File: src/rtl/fifo_interval_meter_pkg.sv
// fifo_meter_pkg: shared types and helpers for the interval meter.
//   meter_state_e : FSM state encoding (2'b11 is unused and recovers to IDLE)
//   sat_inc       : increment that sticks at the all-ones value of a given width
package fifo_meter_pkg;

    typedef enum logic [1:0] {
        IDLE = 2'b00,
        RUN  = 2'b01,
        HOLD = 2'b10
    } meter_state_e;

    // Works on a 64-bit carrier so one function serves any counter width up to 64.
    function automatic logic [63:0] sat_inc(input logic [63:0] val, input int unsigned width);
        logic [63:0] lim;
        lim = (width >= 64) ? 64'hFFFF_FFFF_FFFF_FFFF : ((64'd1 << width) - 64'd1);
        return (val >= lim) ? lim : val + 64'd1;
    endfunction

endpackage

File: src/rtl/fifo_interval_meter_if.sv
// fifo_interval_meter_if: measurement control and result handshake bundle.
//   meas_start, meas_stop, timeout_val, result_ack : producer -> meter
//   result_vld, result_cnt, result_tout, result_sat,
//   busy, lost_evt                                  : meter -> consumer
// master = the side driving the measurement, slave = the meter itself.
interface fifo_interval_meter_if #(parameter int unsigned CNT_W = 32);

    logic             meas_start;
    logic             meas_stop;
    logic [CNT_W-1:0] timeout_val;
    logic             result_ack;
    logic             result_vld;
    logic [CNT_W-1:0] result_cnt;
    logic             result_tout;
    logic             result_sat;
    logic             busy;
    logic             lost_evt;

    modport master (
        output meas_start, meas_stop, timeout_val, result_ack,
        input  result_vld, result_cnt, result_tout, result_sat, busy, lost_evt
    );

    modport slave (
        input  meas_start, meas_stop, timeout_val, result_ack,
        output result_vld, result_cnt, result_tout, result_sat, busy, lost_evt
    );

endinterface

File: src/rtl/fifo_rise_det.sv
// fifo_rise_det: registered rising-edge detector.
//   cpu_clk, cpu_rst_b : clock, async active-low reset
//   sig_in             : level input
//   rise               : high while sig_in is high and was low at the previous edge
module fifo_rise_det (
    input  logic cpu_clk,
    input  logic cpu_rst_b,
    input  logic sig_in,
    output logic rise
);

    logic sig_ff;

    always_ff @(posedge cpu_clk or negedge cpu_rst_b) begin
        if (!cpu_rst_b) begin
            sig_ff <= 1'b0;
        end else begin
            sig_ff <= sig_in;
        end
    end

    assign rise = sig_in & ~sig_ff;

endmodule

File: src/rtl/fifo_interval_meter.sv
// fifo_interval_meter: counts cpu_clk cycles from a start edge to a stop
// (or timeout) and hands the count out through a valid/ack handshake.
//   cpu_clk, cpu_rst_b : clock, async active-low reset
//   mif (slave)        : start/stop/timeout/ack in; result and status out
//
// state | meaning
// ------+--------------------------------------------------------------
// IDLE  | waiting for a start edge; stop and ack ignored
// RUN   | counting; restart on start edge, capture on stop or timeout
// HOLD  | result held valid until ack; start edge without ack is lost
module fifo_interval_meter
    import fifo_meter_pkg::*;
#(
    parameter int unsigned CNT_W = 32
) (
    input logic             cpu_clk,
    input logic             cpu_rst_b,
    fifo_interval_meter_if.slave mif
);

    localparam logic [CNT_W-1:0] CNT_MAX = '1;

    meter_state_e     state_q, state_d;
    logic [CNT_W-1:0] cnt_q, cnt_d, cnt_next;
    logic [CNT_W-1:0] res_cnt_q, res_cnt_d;
    logic             res_tout_q, res_tout_d;
    logic             res_sat_q, res_sat_d;
    logic             lost_q, lost_d;
    logic             start_edge;

    fifo_rise_det u_start_det (
        .cpu_clk   (cpu_clk),
        .cpu_rst_b (cpu_rst_b),
        .sig_in    (mif.meas_start),
        .rise      (start_edge)
    );

    assign cnt_next = CNT_W'(sat_inc(64'(cnt_q), CNT_W));

    always_ff @(posedge cpu_clk or negedge cpu_rst_b) begin
        if (!cpu_rst_b) begin
            state_q    <= IDLE;
            cnt_q      <= '0;
            res_cnt_q  <= '0;
            res_tout_q <= 1'b0;
            res_sat_q  <= 1'b0;
            lost_q     <= 1'b0;
        end else begin
            state_q    <= state_d;
            cnt_q      <= cnt_d;
            res_cnt_q  <= res_cnt_d;
            res_tout_q <= res_tout_d;
            res_sat_q  <= res_sat_d;
            lost_q     <= lost_d;
        end
    end

    always_comb begin
        state_d    = state_q;
        cnt_d      = cnt_q;
        res_cnt_d  = res_cnt_q;
        res_tout_d = res_tout_q;
        res_sat_d  = res_sat_q;
        lost_d     = 1'b0;

        case (state_q)
            IDLE: begin
                if (start_edge) begin
                    state_d = RUN;
                    cnt_d   = '0;
                end
            end
            RUN: begin
                if (start_edge) begin
                    cnt_d = '0;
                end else if (mif.meas_stop ||
                             ((mif.timeout_val != '0) && (cnt_next == mif.timeout_val))) begin
                    // Stop outranks a coincident timeout, so tout only when stop is low.
                    state_d    = HOLD;
                    res_cnt_d  = cnt_next;
                    res_tout_d = ~mif.meas_stop;
                    res_sat_d  = (cnt_q == CNT_MAX) || (cnt_next == CNT_MAX);
                end else begin
                    cnt_d = cnt_next;
                end
            end
            HOLD: begin
                if (mif.result_ack && start_edge) begin
                    state_d = RUN;
                    cnt_d   = '0;
                end else if (mif.result_ack) begin
                    state_d = IDLE;
                end else if (start_edge) begin
                    lost_d = 1'b1;
                end
            end
            default: begin
                state_d = IDLE;
            end
        endcase
    end

    assign mif.result_vld  = (state_q == HOLD);
    assign mif.busy        = (state_q == RUN);
    assign mif.result_cnt  = res_cnt_q;
    assign mif.result_tout = res_tout_q;
    assign mif.result_sat  = res_sat_q;
    assign mif.lost_evt    = lost_q;

endmodule

File: src/flat_wrapper.sv
// flat-port wrapper written by rule: the top's interface ports become plain ports
module fifo_interval_meter_flat import fifo_meter_pkg::*;
#(
    parameter int unsigned CNT_W = 32
)
  (cpu_clk, cpu_rst_b, mif_meas_start, mif_meas_stop, mif_timeout_val, mif_result_ack, mif_result_vld, mif_result_cnt, mif_result_tout, mif_result_sat, mif_busy, mif_lost_evt);
  fifo_interval_meter_if #(.CNT_W(CNT_W)) mif_i ();
  input logic cpu_clk;
  input logic cpu_rst_b;
  input wire logic [$bits(mif_i.meas_start)-1:0] mif_meas_start;
  input wire logic [$bits(mif_i.meas_stop)-1:0] mif_meas_stop;
  input wire logic [$bits(mif_i.timeout_val)-1:0] mif_timeout_val;
  input wire logic [$bits(mif_i.result_ack)-1:0] mif_result_ack;
  output wire logic [$bits(mif_i.result_vld)-1:0] mif_result_vld;
  output wire logic [$bits(mif_i.result_cnt)-1:0] mif_result_cnt;
  output wire logic [$bits(mif_i.result_tout)-1:0] mif_result_tout;
  output wire logic [$bits(mif_i.result_sat)-1:0] mif_result_sat;
  output wire logic [$bits(mif_i.busy)-1:0] mif_busy;
  output wire logic [$bits(mif_i.lost_evt)-1:0] mif_lost_evt;
  assign mif_i.meas_start = mif_meas_start;
  assign mif_i.meas_stop = mif_meas_stop;
  assign mif_i.timeout_val = mif_timeout_val;
  assign mif_i.result_ack = mif_result_ack;
  assign mif_result_vld = mif_i.result_vld;
  assign mif_result_cnt = mif_i.result_cnt;
  assign mif_result_tout = mif_i.result_tout;
  assign mif_result_sat = mif_i.result_sat;
  assign mif_busy = mif_i.busy;
  assign mif_lost_evt = mif_i.lost_evt;
  fifo_interval_meter #(.CNT_W(CNT_W)) u_core (.cpu_clk(cpu_clk), .cpu_rst_b(cpu_rst_b), .mif(mif_i));
endmodule
File: config.mk
export PLATFORM = sky130hd
export DESIGN_NAME = fifo_interval_meter_flat
export DESIGN_NICKNAME = d
export VERILOG_FILES = /design/src/rtl/fifo_interval_meter_pkg.sv /design/src/rtl/fifo_interval_meter_if.sv /design/src/rtl/fifo_rise_det.sv /design/src/rtl/fifo_interval_meter.sv /design/src/flat_wrapper.sv
export SDC_FILE = /design/constraint.sdc
export NUM_CORES = 1
export LEC_CHECK = 0
export CORE_UTILIZATION = 60
export CTS_CLUSTER_DIAMETER = 200
export DETAILED_ROUTE_END_ITERATION = 10
export GPL_TIMING_DRIVEN = 0
export HOLD_SLACK_MARGIN = 0.08
export PLACE_DENSITY_LB_ADDON = 0.15
export SLEW_MARGIN = 10
export SYNTH_ARGS = -nofsm -noshare
export SYNTH_HDL_FRONTEND = slang
export SYNTH_SLANG_ARGS = --single-unit
File: constraint.sdc
create_clock -name cpu_clk -period 7.05 [get_ports cpu_clk]
set_clock_uncertainty 0.2 [all_clocks]
set_input_delay 1.7625 -clock cpu_clk [delete_from_list [all_inputs] [get_ports cpu_clk]]
set_output_delay 1.7625 -clock cpu_clk [all_outputs]
set_load 0.02 [all_outputs]
==> metrics.md, run 1 <==
| Metric | Value |
|---|---|
| Hold Violations, Final | `0` |
| Num CTS Buffers | `9` |
| Dpl hpwl | `14.3 mm` |
| Number of enable flip-flop cells after synthesis | `0` |
| Die area | `8800 um2` |
| Initial antenna violation count | `0` |
| Final min period | `5.50 ns` |
| Diodes inserted | `0` |
| Ys flop type | `dfrtp_1` |
| Data arrival, critical path | `roughly 5.6 ns` |
| FF-to-FF path depth | `14` |
| First-pass DRT Iterations | `6` |
| WP data required | `7.14 ns` |
| Final Instance Count excl. Fillers | `739` |
| Clock root cell | `clkbuf_8` |
| Post-route setup TNS | `0 ns` |
| First-pass GRT wire length | `30.0 mm` |
| Seq pwr share | `a little under 40%` |
| Routed wire per std cell | `between 20 and 30 um` |
| RSZ-0062 raised after global routing | `false` |
| Final setup viols | `0` |
| Row cnt | `33` |
| Syn nets | `583` |
| GPL Wtd Cong | `1.09` |
| Area grow syn2layout | `21.3%` |
| Cts repair resizes | `0` |
| Die height | `93.8 um` |
| Worst-path clk slew | `roughly 0.080 ns` |
| Global Route Usage Sum | `46.5%` |
| Count of different cell masters after synthesis | `80` |
| Vias | `5,580` |
| Status | `completed` |
| Die W | `93.8 um` |
| Post-CTS setup buffer count | `0` |
| Fin crit share | `78.0%` |
| DRT Wirelength | `~20 mm` |
| Tightest Pin Transition | `0.986 ns` |
| Maximum clock insertion buffer count | `2` |
| Hold Crit Class | `reg2reg` |
| CP startpoint kind | `input pin` |
| Slew Limit Fails | `0` |
| TritonCTS clock tree | `yes` |
| Vias per Instance | `approximately 7.6` |
| Worst setup path category | `in2reg` |
| Fmax | `182 MHz` |
| Port Buffers | `between 70 and 80` |
| Int Pwr | `0.723 mW` |
| Yosys reg bits | `70` |
| Residual DRC | `0` |
| Worst hold stages | `1` |
| Switching share of total power | `35.9%` |
| Ports | `74` |
| Max-cap viol count | `0` |
| Mapped Area | `5060 um2` |
| Nets@finish | `667` |
| Logic pwr share | `30.6%` |
| CP Capture Type | `flip-flop` |
| Share of the yosys chip area belonging to registers | `34.6%` |
| Clock sink count | `70` |
| IR drop worst, VDD | `0.296 mV` |
| Clock power frac | `30.0%` |
| Lkg Pwr | `2.55 nW` |
| Crit Path Max Fanout | `10` |
| Grt ovf | `0` |
| FFs w/ async S/R, synth | `100%` |
| CORE AREA | `8180 um2` |
| Cells after synthesis | `approximately 550` |
| Final core area utilization | `about 75%` |
| Switching power | `0.405 mW` |
| CTS H-tree depth | `3` |
| Worst skew pair latency | `around 0.36 ns` |
| Worst slew margin | `33.7%` |
| Initial cell density of the core | `61.8%` |
| Mapped Avg Cell Area | `9.28 um2` |
| Share of cells above drive strength 1 | `10.7%` |
| Synth Warn # | `0` |
| Maximum number of pins on one net before global-route repair | `41` |
| Placed Cells | `~720` |
| DRT antenna net count | `0` |
| Power Dens Cells | `around 180 nW/um2` |
| Drt first-iter violations | `roughly 700` |
| Vias in the first global route | `5,343` |
| CTS Hold Bufs | `0` |
## cell type report
class | instances | area, um2
Multi-Input combinational cell | 438 | 3120
Fill cell | 552 | 2040
Sequential cell | 70 | 1750
Timing Repair Buffer | 73 | 738
Buffer | 31 | 161
Clock buffer | 10 | 138
Tap cell | 105 | 131
Clock inverter | 6 | 68.8
Inverter | 6 | 22.5
## power groups by stage
stage | Clock [mW] | Sequential, mW | Combinational [mW]
after floorplan | 0 | 0.451 | 0.191
after global placement | 0 | 0.445 | 0.309
after detailed placement | 0 | 0.446 | 0.324
after CTS | 0.335 | 0.442 | 0.335
after global routing | 0.353 | 0.444 | 0.359
final | 0.339 | 0.444 | 0.345
## critical path, stage by stage
cell,delay (ns)
clkdlybuf4s50_1,0.53
nor4_1,0.52
nand4_1,0.29
or2_2,0.36
o2111a_1,0.14
and4_1,0.22
nand4_1,0.10
nand4bb_1,0.25
nor2_1,0.11
nor3_1,0.70
buf_2,0.41
a22o_1,0.18
## kinds of logic (layout without fill, tap and decap cells)
| logic type | after synthesis | count (layout) | share of synthesized area [%] |
|---|---|---|---|
| fa+ha+maj | 1 | 1 | 0.247 |
| xor+xnor | 35 | 35 | 6.34 |
| buf+inv | 37 | 126 | 3.64 |
| simple gates | 239 | 239 | 27.9 |
| flops | 70 | 70 | 34.6 |
| compound gates | 128 | 128 | 19.6 |
| mux | 35 | 35 | 7.60 |
## layout by cell type, fill, tap and decap left out, types with 4 or more instances in the layout
| cell | instances |
|---|---|
| mux2_1 | 19 |
| a31oi_1 | 10 |
| clkbuf_1 | 14 |
| nand3_1 | 16 |
| o2bb2ai_1 | 7 |
| nand2b_1 | 8 |
| and3_1 | 11 |
| nand4_1 | 28 |
| o31ai_1 | 11 |
| a22o_1 | 16 |
| nor4_1 | 22 |
| mux2_2 | 8 |
| and2_1 | 6 |
| xnor2_1 | 25 |
| o311ai_0 | 4 |
| mux2i_1 | 8 |
| a211o_1 | 4 |
| clkbuf_8 | 10 |
| nor2b_1 | 6 |
| or2_2 | 5 |
| a21oi_1 | 16 |
| inv_1 | 6 |
| buf_2 | 11 |
| xor2_1 | 9 |
| o22ai_1 | 4 |
| nand2_1 | 56 |
| nor3_1 | 20 |
| dfrtp_1 | 70 |
| o41ai_1 | 4 |
| and4_1 | 7 |
| clkdlybuf4s50_1 | 71 |
| o21ai_0 | 15 |
| or3_1 | 4 |
| nor2_1 | 25 |
## Yosys cell counts (all sizes together) (5+ instances only)
| library cell | instances | area, um2 |
|---|---|---|
| nor4 | 27 | 218 |
| nor2 | 27 | 120 |
| or4 | 5 | 45.0 |
| clkbuf | 15 | 57.6 |
| nand3 | 16 | 80.1 |
| a21oi | 16 | 80.1 |
| xnor2 | 25 | 219 |
| nand2 | 56 | 210 |
| inv | 6 | 22.5 |
| or2 | 5 | 31.3 |
| nor3 | 21 | 110 |
| nor2b | 6 | 37.5 |
| o21ai | 17 | 96.3 |
| and3 | 11 | 68.8 |
| a22o | 16 | 140 |
| and2 | 8 | 50.1 |
| mux2i | 8 | 80.1 |
| a31oi | 10 | 62.6 |
| mux2 | 27 | 304 |
| o31ai | 11 | 82.6 |
| o2bb2ai | 7 | 61.3 |
| dfrtp | 70 | 1750 |
| xor2 | 9 | 78.8 |
| buf | 16 | 104 |
| and4 | 7 | 61.3 |
| nand2b | 8 | 50.1 |
| nand4 | 31 | 221 |
## worst paths after layout
path / start / end / slack (ns)
worst max-delay path: mif_timeout_val[25] / u_core.cnt_q[2]$_DFFE_PN0P_ / 1.55
worst min-delay path: u_core.mif.result_cnt[13]$_DFFE_PN0P_ / u_core.mif.result_cnt[13]$_DFFE_PN0P_ / 0.29
worst max register to register: u_core.cnt_q[0]$_DFFE_PN0P_ / u_core.cnt_q[2]$_DFFE_PN0P_ / 1.83
worst min register to register: u_core.mif.result_cnt[13]$_DFFE_PN0P_ / u_core.mif.result_cnt[13]$_DFFE_PN0P_ / 0.29
max in group asynchronous: cpu_rst_b / u_core.u_start_det.sig_ff$_DFF_PN0_ / 4.94
min in group asynchronous: cpu_rst_b / u_core.cnt_q[27]$_DFFE_PN0P_ / 1.14
## per-layer routing
metal / vias up / GRT usage [%] / share of wire, %
li1: 2283 / - / -
met3: 143 / 12.9 / 13
met1: 2605 / 59.2 / 36
met4: 0 / 25.4 / 6.5
met5: - / 0 / 0
met2: 549 / 71.5 / 44
## sequential cells by signal, indices dropped and copies added (netlist names)
name and count:
u_core.mif.result_sat 1, u_core.state_q 2, u_core.mif.lost_evt 1, u_core.cnt_q 32, u_core.u_start_det.sig_ff 1, u_core.mif.result_tout 1
u_core.mif.result_cnt 32
## stage by stage
stage	setup WS (ns)	instance area, um2	hold slack, ns	power, mW
finish	1.55	6130	0.290	1.13
global route	1.51	6130	0.310	1.16
CTS	1.77	6130	0.291	1.11
detailed placement	1.47	5930	0.274	0.770
global placement	1.50	5910	0.269	0.754
floorplan	2.39	5060	0.304	0.642
No activity file was read; power rests on OpenSTA's default activity.
==> run 2, diff against run 1 <==
- CORE_UTILIZATION: 60 -> 55
- clock period: 7.05 -> 5.35 ns (I/O delays scaled with it)
==> run 2 against run 1 <==
Power grew 35%. Design area up 0.69%. First-iteration DRC count down 10%. Critical endpoint is now u_core.cnt_q[3]$_DFFE_PN0P_. Critical path type is now reg2reg. Final cell count increased by 0.41%. Flip-flop and latch count did not move. Sequential power is 32% higher. Critical path depth grew 2.
==> metrics.md, run 2 (same netlist as run 1, synthesis figures left out) <==
| Metric | Value |
|---|---|
| Max-cap viol count | `0 (unchanged)` |
| Grt ovf | `0 (unchanged)` |
| Die height | `97.9 um (+4.4%)` |
| First-pass DRT Iterations | `6 (unchanged)` |
| DRT antenna net count | `0 (unchanged)` |
| Slowest stage delay, CP | `0.68 ns (-0.02 ns)` |
| Vias per Instance | `7.26 (-3.8%)` |
| Residual DRC | `0 (unchanged)` |
| Vias in the first global route | `5,287 (-1.0%)` |
| Worst skew pair latency | `0.35 ns (about the same)` |
| CP cell instances | `ha_1, and4_1, clkbuf_1, nand2_1, clkbuf_1, nor4_1, nor3_1, a211oi_1, o21ai_0, nand4bb_1, nor2_1, nor3_2, buf_2, a22o_1` |
| Worst setup path category | `reg2reg` |
| Post-route setup TNS | `0 ns (unchanged)` |
| Commonest non-fill, non-tap cells in the layout | `71 x clkdlybuf4s50_1, 70 x dfrtp_1, 56 x nand2_1` |
| Diodes inserted | `0 (unchanged)` |
| CTS H-tree depth | `3 (unchanged)` |
| Hold Crit Class | `reg2reg` |
| GPL Wtd Cong | `1.01 (-7.9%)` |
| Global Route Usage Sum | `40.8% (-5.7 points)` |
| Row cnt | `34 (+3.0%)` |
| CP startpoint kind | `flip-flop` |
| Maximum number of pins on one net before global-route repair | `68 (+66%)` |
| TritonCTS clock tree | `yes` |
| Final Instance Area | `6170 um2 (+0.69%)` |
| Status | `completed` |
| Met2 Resource Use GR | `63.9% (-7.6 points)` |
| Final setup viols | `0 (unchanged)` |
| Maximum clock insertion buffer count | `2 (unchanged)` |
| GRT busiest layer | `met2` |
| Power Dens Cells | `247 nW/um2 (+34%)` |
| Lkg Pwr | `2.57 nW (+0.65%)` |
| Slowest library cell on the worst path | `nor4_1` |
| Final Instance Count excl. Fillers | `742 (+0.41%)` |
| WP data required | `5.43 ns (-1.71 ns)` |
| Placed inst area | `5940 um2 (+0.19%)` |
| Worst slew margin | `27.9% (-5.8 points)` |
| Ports | `74 (unchanged)` |
| Worst-path clk slew | `0.07 ns (about the same)` |
| Most frequent CP cell | `clkbuf_1` |
| Port Buffers | `72 (unchanged)` |
| Die area | `9580 um2 (+8.9%)` |
| CTS Hold Bufs | `0 (unchanged)` |
| RSZ-0062 raised after global routing | `false` |
| First-pass GRT wire length | `29.8 mm (-0.81%)` |
| Die W | `97.9 um (+4.4%)` |
| Placed Cells | `726 (+0.41%)` |
| IR drop worst, VDD | `0.365 mV (+23%)` |
| Drt first-iter violations | `613 (-10%)` |
| Most common cell after layout, fill and taps aside | `clkdlybuf4s50_1` |
| Hold Violations, Final | `0 (unchanged)` |
| Crit Path Max Fanout | `10 (unchanged)` |
| DRT Wirelength | `19.4 mm (-1.3%)` |
| Tightest Pin Transition | `1.07 ns (+0.0870 ns)` |
| Met1 Usage GRT | `53.6% (-5.5 points)` |
| Cell family with most CP delay | `simple AND/OR/NAND/NOR gates` |
| Fin crit share | `99.1%` |
| Initial cell density of the core | `57.4% (-4.4 points)` |
| Slew Limit Fails | `0 (unchanged)` |
| CP Capture Type | `flip-flop` |
| Num CTS Buffers | `9 (unchanged)` |
| Fmax | `189 MHz` |
| Dpl hpwl | `14.6 mm (+2.0%)` |
| CORE AREA | `8810 um2 (+7.7%)` |
| Final min period | `5.30 ns` |
| Vias | `5,390 (-3.4%)` |
| Share of cells above drive strength 1 | `10.9% (+0.16 points)` |
| Worst path bufs/invs | `3 (+1)` |
| Clock sink count | `70 (unchanged)` |
| M3 GR Usage | `6.87% (-6.0 points)` |
| Clock root cell | `clkbuf_8` |
| Data arrival, critical path | `5.39 ns (-0.20 ns)` |
| Routed wire per std cell | `26.1 um (-1.7%)` |
| Area grow syn2layout | `22.1%` |
| Initial antenna violation count | `0 (unchanged)` |
| Nets@finish | `667 (unchanged)` |
## run 2: repair_timing
item | CTS | global route
buffers inserted | 0 | 0
setup endpoints to repair | 0 | 10
resized for setup | 0 | 1
## run 2: layout make-up
cell class / instances / area, um2
clock buffers: 11 / 151
plain buffers: 31 / 161
inverters: 6 / 22.5
well taps: 108 / 135
clock inverters: 5 / 81.3
repair buffers: 73 / 746
multi-input cells: 438 / 3130
flip-flops and latches: 70 / 1750
fillers: 628 / 2630
## run 2: path summary, 6_finish.rpt
path	start	endpoint	slack, ns	depth (start not counted)
min	u_core.mif.result_cnt[7]$_DFFE_PN0P_	u_core.mif.result_cnt[7]$_DFFE_PN0P_	0.29	1
max in group asynchronous	cpu_rst_b	u_core.mif.result_cnt[13]$_DFFE_PN0P_	3.85	2
min in group asynchronous	cpu_rst_b	u_core.cnt_q[26]$_DFFE_PN0P_	0.58	1
min reg2reg	u_core.mif.result_cnt[7]$_DFFE_PN0P_	u_core.mif.result_cnt[7]$_DFFE_PN0P_	0.29	1
max reg2reg	u_core.cnt_q[0]$_DFFE_PN0P_	u_core.cnt_q[3]$_DFFE_PN0P_	0.05	14
max	u_core.cnt_q[0]$_DFFE_PN0P_	u_core.cnt_q[3]$_DFFE_PN0P_	0.05	14
## run 2: power by group
part | internal [mW] | switching (mW) | total [mW]
sequential | 0.554 | 0.0313 | 0.585
combinational | 0.170 | 0.281 | 0.451
clock | 0.288 | 0.200 | 0.488
## run 2: routing by layer
metal / up-vias / share of wire, %
li1: 2286 / -
met3: 90 / 11
met5: - / 0
met4: 0 / 5.4
met1: 2565 / 38
met2: 449 / 45
## run 2: metrics by stage
step	worst slack (ns)	power (mW)	util, %	hold WS (ns)
final	0.0468	1.52	70.1	0.289
after global routing	0.0429	1.57	70.1	0.306
after CTS	0.0324	1.51	70.1	0.290
after detailed placement	0.0729	1.02	67.4	0.275
after global placement	0.143	1.00	67.1	0.270
after floorplan	1.12	0.846	-	0.304
==> run 3, diff against run 2 <==
- SETUP_SLACK_MARGIN: not set -> 0.4
==> run 3 against run 2 <==
Setup slack better by 0.47 ns. Design area increased by 1.5%. Die area unchanged. Global-route usage grew 0.46 points. Maximum frequency is 9.8% higher. Critical path type unchanged. Critical endpoint is now u_core.cnt_q[0]$_DFFE_PN0P_.
==> metrics.md, run 3 (same netlist as run 1, synthesis figures left out) <==
| Metric | Value |
|---|---|
| FF-to-FF path depth | `15 (+1)` |
| Initial antenna violation count | `0 (unchanged)` |
| DRT Wirelength | `20.3 mm (+5.1%)` |
| Dpl hpwl | `14.6 mm (unchanged)` |
| Final setup viols | `0 (unchanged)` |
| CORE AREA | `8810 um2 (unchanged)` |
| Status | `completed` |
| Final min period | `4.83 ns (-0.473 ns)` |
| Commonest non-fill, non-tap cells in the layout | `71 x clkdlybuf4s50_1, 69 x dfrtp_1, 56 x nand2_1` |
| Nets@finish | `675 (+1.2%)` |
| Worst setup path category | `reg2reg` |
| Die area | `9580 um2 (unchanged)` |
| Worst slew margin | `34.0% (+6.1 points)` |
| RSZ-0062 raised after global routing | `false` |
| Hold Crit Class | `reg2reg` |
| Grt ovf | `0 (unchanged)` |
| Data arrival, critical path | `4.88 ns (-0.51 ns)` |
| Fin crit share | `90.3% (-8.8 points)` |
| PnR Total Power | `1.56 mW (+2.4%)` |
| Clock sink count | `70 (unchanged)` |
| Initial cell density of the core | `57.4% (unchanged)` |
| Row cnt | `34 (unchanged)` |
| Hold_ws | `0.287 ns (-0.00214 ns)` |
| Placed Cells | `726 (unchanged)` |
| Area grow syn2layout | `23.9%` |
| Power Dens Cells | `249 nW/um2 (+0.89%)` |
| Worst Setup EP | `u_core.cnt_q[0]$_DFFE_PN0P_` |
| Max-cap viol count | `0 (unchanged)` |
| TritonCTS clock tree | `yes` |
| Die height | `97.9 um (unchanged)` |
| Post-route setup TNS | `0 ns (unchanged)` |
| Worst skew pair latency | `0.35 ns (about the same)` |
| Global Route Usage Sum | `41.3% (+0.46 points)` |
| GPL Wtd Cong | `1.01 (unchanged)` |
| Vias per Instance | `7.37 (+1.4%)` |
| Final worst slack | `0.520 ns (+0.473 ns)` |
| Worst slack at placement | `0.0729 ns (unchanged)` |
| Maximum number of pins on one net before global-route repair | `68 (unchanged)` |
| Share of cells above drive strength 1 | `12.5% (+1.6 points)` |
| Ports | `74 (unchanged)` |
| Hold Violations, Final | `0 (unchanged)` |
| DRT antenna net count | `0 (unchanged)` |
| Num CTS Buffers | `9 (unchanged)` |
| Worst r2r src | `u_core.cnt_q[0]$_DFFE_PN0P_` |
| Maximum clock insertion buffer count | `2 (unchanged)` |
| R2r setup slk | `0.52 ns (+0.47 ns)` |
| Port Buffers | `72 (unchanged)` |
| Fmax | `207 MHz (+9.8%)` |
| Worst Setup SP | `u_core.cnt_q[0]$_DFFE_PN0P_` |
| FF-to-FF End | `u_core.cnt_q[0]$_DFFE_PN0P_` |
| First-pass GRT wire length | `30.1 mm (+1.0%)` |
| First-pass DRT Iterations | `7 (+1)` |
| Clock root cell | `clkbuf_8` |
| CP startpoint kind | `flip-flop` |
| Vias | `5,526 (+2.5%)` |
| Final Instance Count excl. Fillers | `750 (+1.1%)` |
| Most common cell after layout, fill and taps aside | `clkdlybuf4s50_1` |
| Tightest Pin Transition | `0.980 ns (-0.0933 ns)` |
| CTS Hold Bufs | `0 (unchanged)` |
| CTS H-tree depth | `3 (unchanged)` |
| Slew Limit Fails | `0 (unchanged)` |
| Worst-path clk slew | `0.07 ns (about the same)` |
| Fill count | `601 (-4.3%)` |
| Die W | `97.9 um (unchanged)` |
| Crit Path Max Fanout | `10 (unchanged)` |
| Diodes inserted | `0 (unchanged)` |
| Drt first-iter violations | `709 (+16%)` |
| Routed wire per std cell | `27.1 um (+3.9%)` |
| WP data required | `5.40 ns (-0.03 ns)` |
| CP Capture Type | `flip-flop` |
| Vias in the first global route | `5,296 (+0.17%)` |
| Lkg Pwr | `2.62 nW (+2.3%)` |
| IR drop worst, VDD | `0.424 mV (+16%)` |
| Residual DRC | `0 (unchanged)` |
run 3: worst max-delay path, cell delays in order, from the launching register on:
cell and delay (ns):
dfrtp_2 0.52, ha_1 0.31, and4_1 0.24, clkbuf_1 0.23, nand2_1 0.21, clkbuf_1 0.49, nor4_1 0.09, a21oi_1 0.27
o311ai_0 0.22, or4_4 0.52, nor4b_4 0.32, a41oi_4 0.24, buf_4 0.23, buf_4 0.13, a31oi_1 0.24, a2bb2oi_1 0.25
run 3: timing repair:
action / in CTS / in global routing
setup endpoints to repair: 10 / 33
setup buffers: 0 / 8
gates cloned: 0 / 0
pin swaps: 0 / 2
gates resized for setup: 3 / 4
run 3: metrics by stage:
step	cell area (um2)	util (%)
floorplan	5060	-
global placement	5910	67.1
CTS	6190	70.3
detailed placement	5940	67.4
finish	6260	71.1
global route	6260	71.1
run 3: how the worst min path moves through the flow:
stage | cells after the start | slack, ns | from | endpoint
floorplan | 1 | 0.30 | u_core.cnt_q[29]$_DFFE_PN0P_ | u_core.cnt_q[29]$_DFFE_PN0P_
global placement | 1 | 0.27 | u_core.mif.result_cnt[10]$_DFFE_PN0P_ | u_core.mif.result_cnt[10]$_DFFE_PN0P_
detailed placement | 1 | 0.28 | u_core.mif.result_cnt[13]$_DFFE_PN0P_ | u_core.mif.result_cnt[13]$_DFFE_PN0P_
CTS | 1 | 0.29 | u_core.mif.result_cnt[8]$_DFFE_PN0P_ | u_core.mif.result_cnt[8]$_DFFE_PN0P_
global route | 1 | 0.31 | u_core.mif.result_cnt[28]$_DFFE_PN0P_ | u_core.mif.result_cnt[28]$_DFFE_PN0P_
finish | 1 | 0.29 | u_core.mif.result_cnt[13]$_DFFE_PN0P_ | u_core.mif.result_cnt[13]$_DFFE_PN0P_
run 3: per-layer routing:
| layer | share of wire [%] | track usage, % | vias up |
|---|---|---|---|
| met2 | 45 | 64.8 | 489 |
| met3 | 12 | 6.87 | 117 |
| met5 | 0 | 0 | - |
| met1 | 37 | 54.5 | 2620 |
| met4 | 5.8 | 23.0 | 0 |
| li1 | - | - | 2300 |
run 3: final cells by class:
cell class	count	area [um2]	area share, %
plain buffers	31	161	2.58
clock buffers	11	151	2.42
clock inverters	5	81.3	1.30
inverters	6	22.5	0.359
multi-input cells	438	3150	50.3
flip-flops and latches	70	1750	28.0
well taps	108	135	2.16
repair buffers	81	806	12.9
run 3: where the power goes:
| group | internal (mW) | switching, mW | total (mW) |
|---|---|---|---|
| Sequential | 0.554 | 0.0365 | 0.591 |
| Combinational | 0.180 | 0.294 | 0.474 |
| Clock | 0.288 | 0.208 | 0.495 |
| Total | 1.02 | 0.538 | 1.56 |
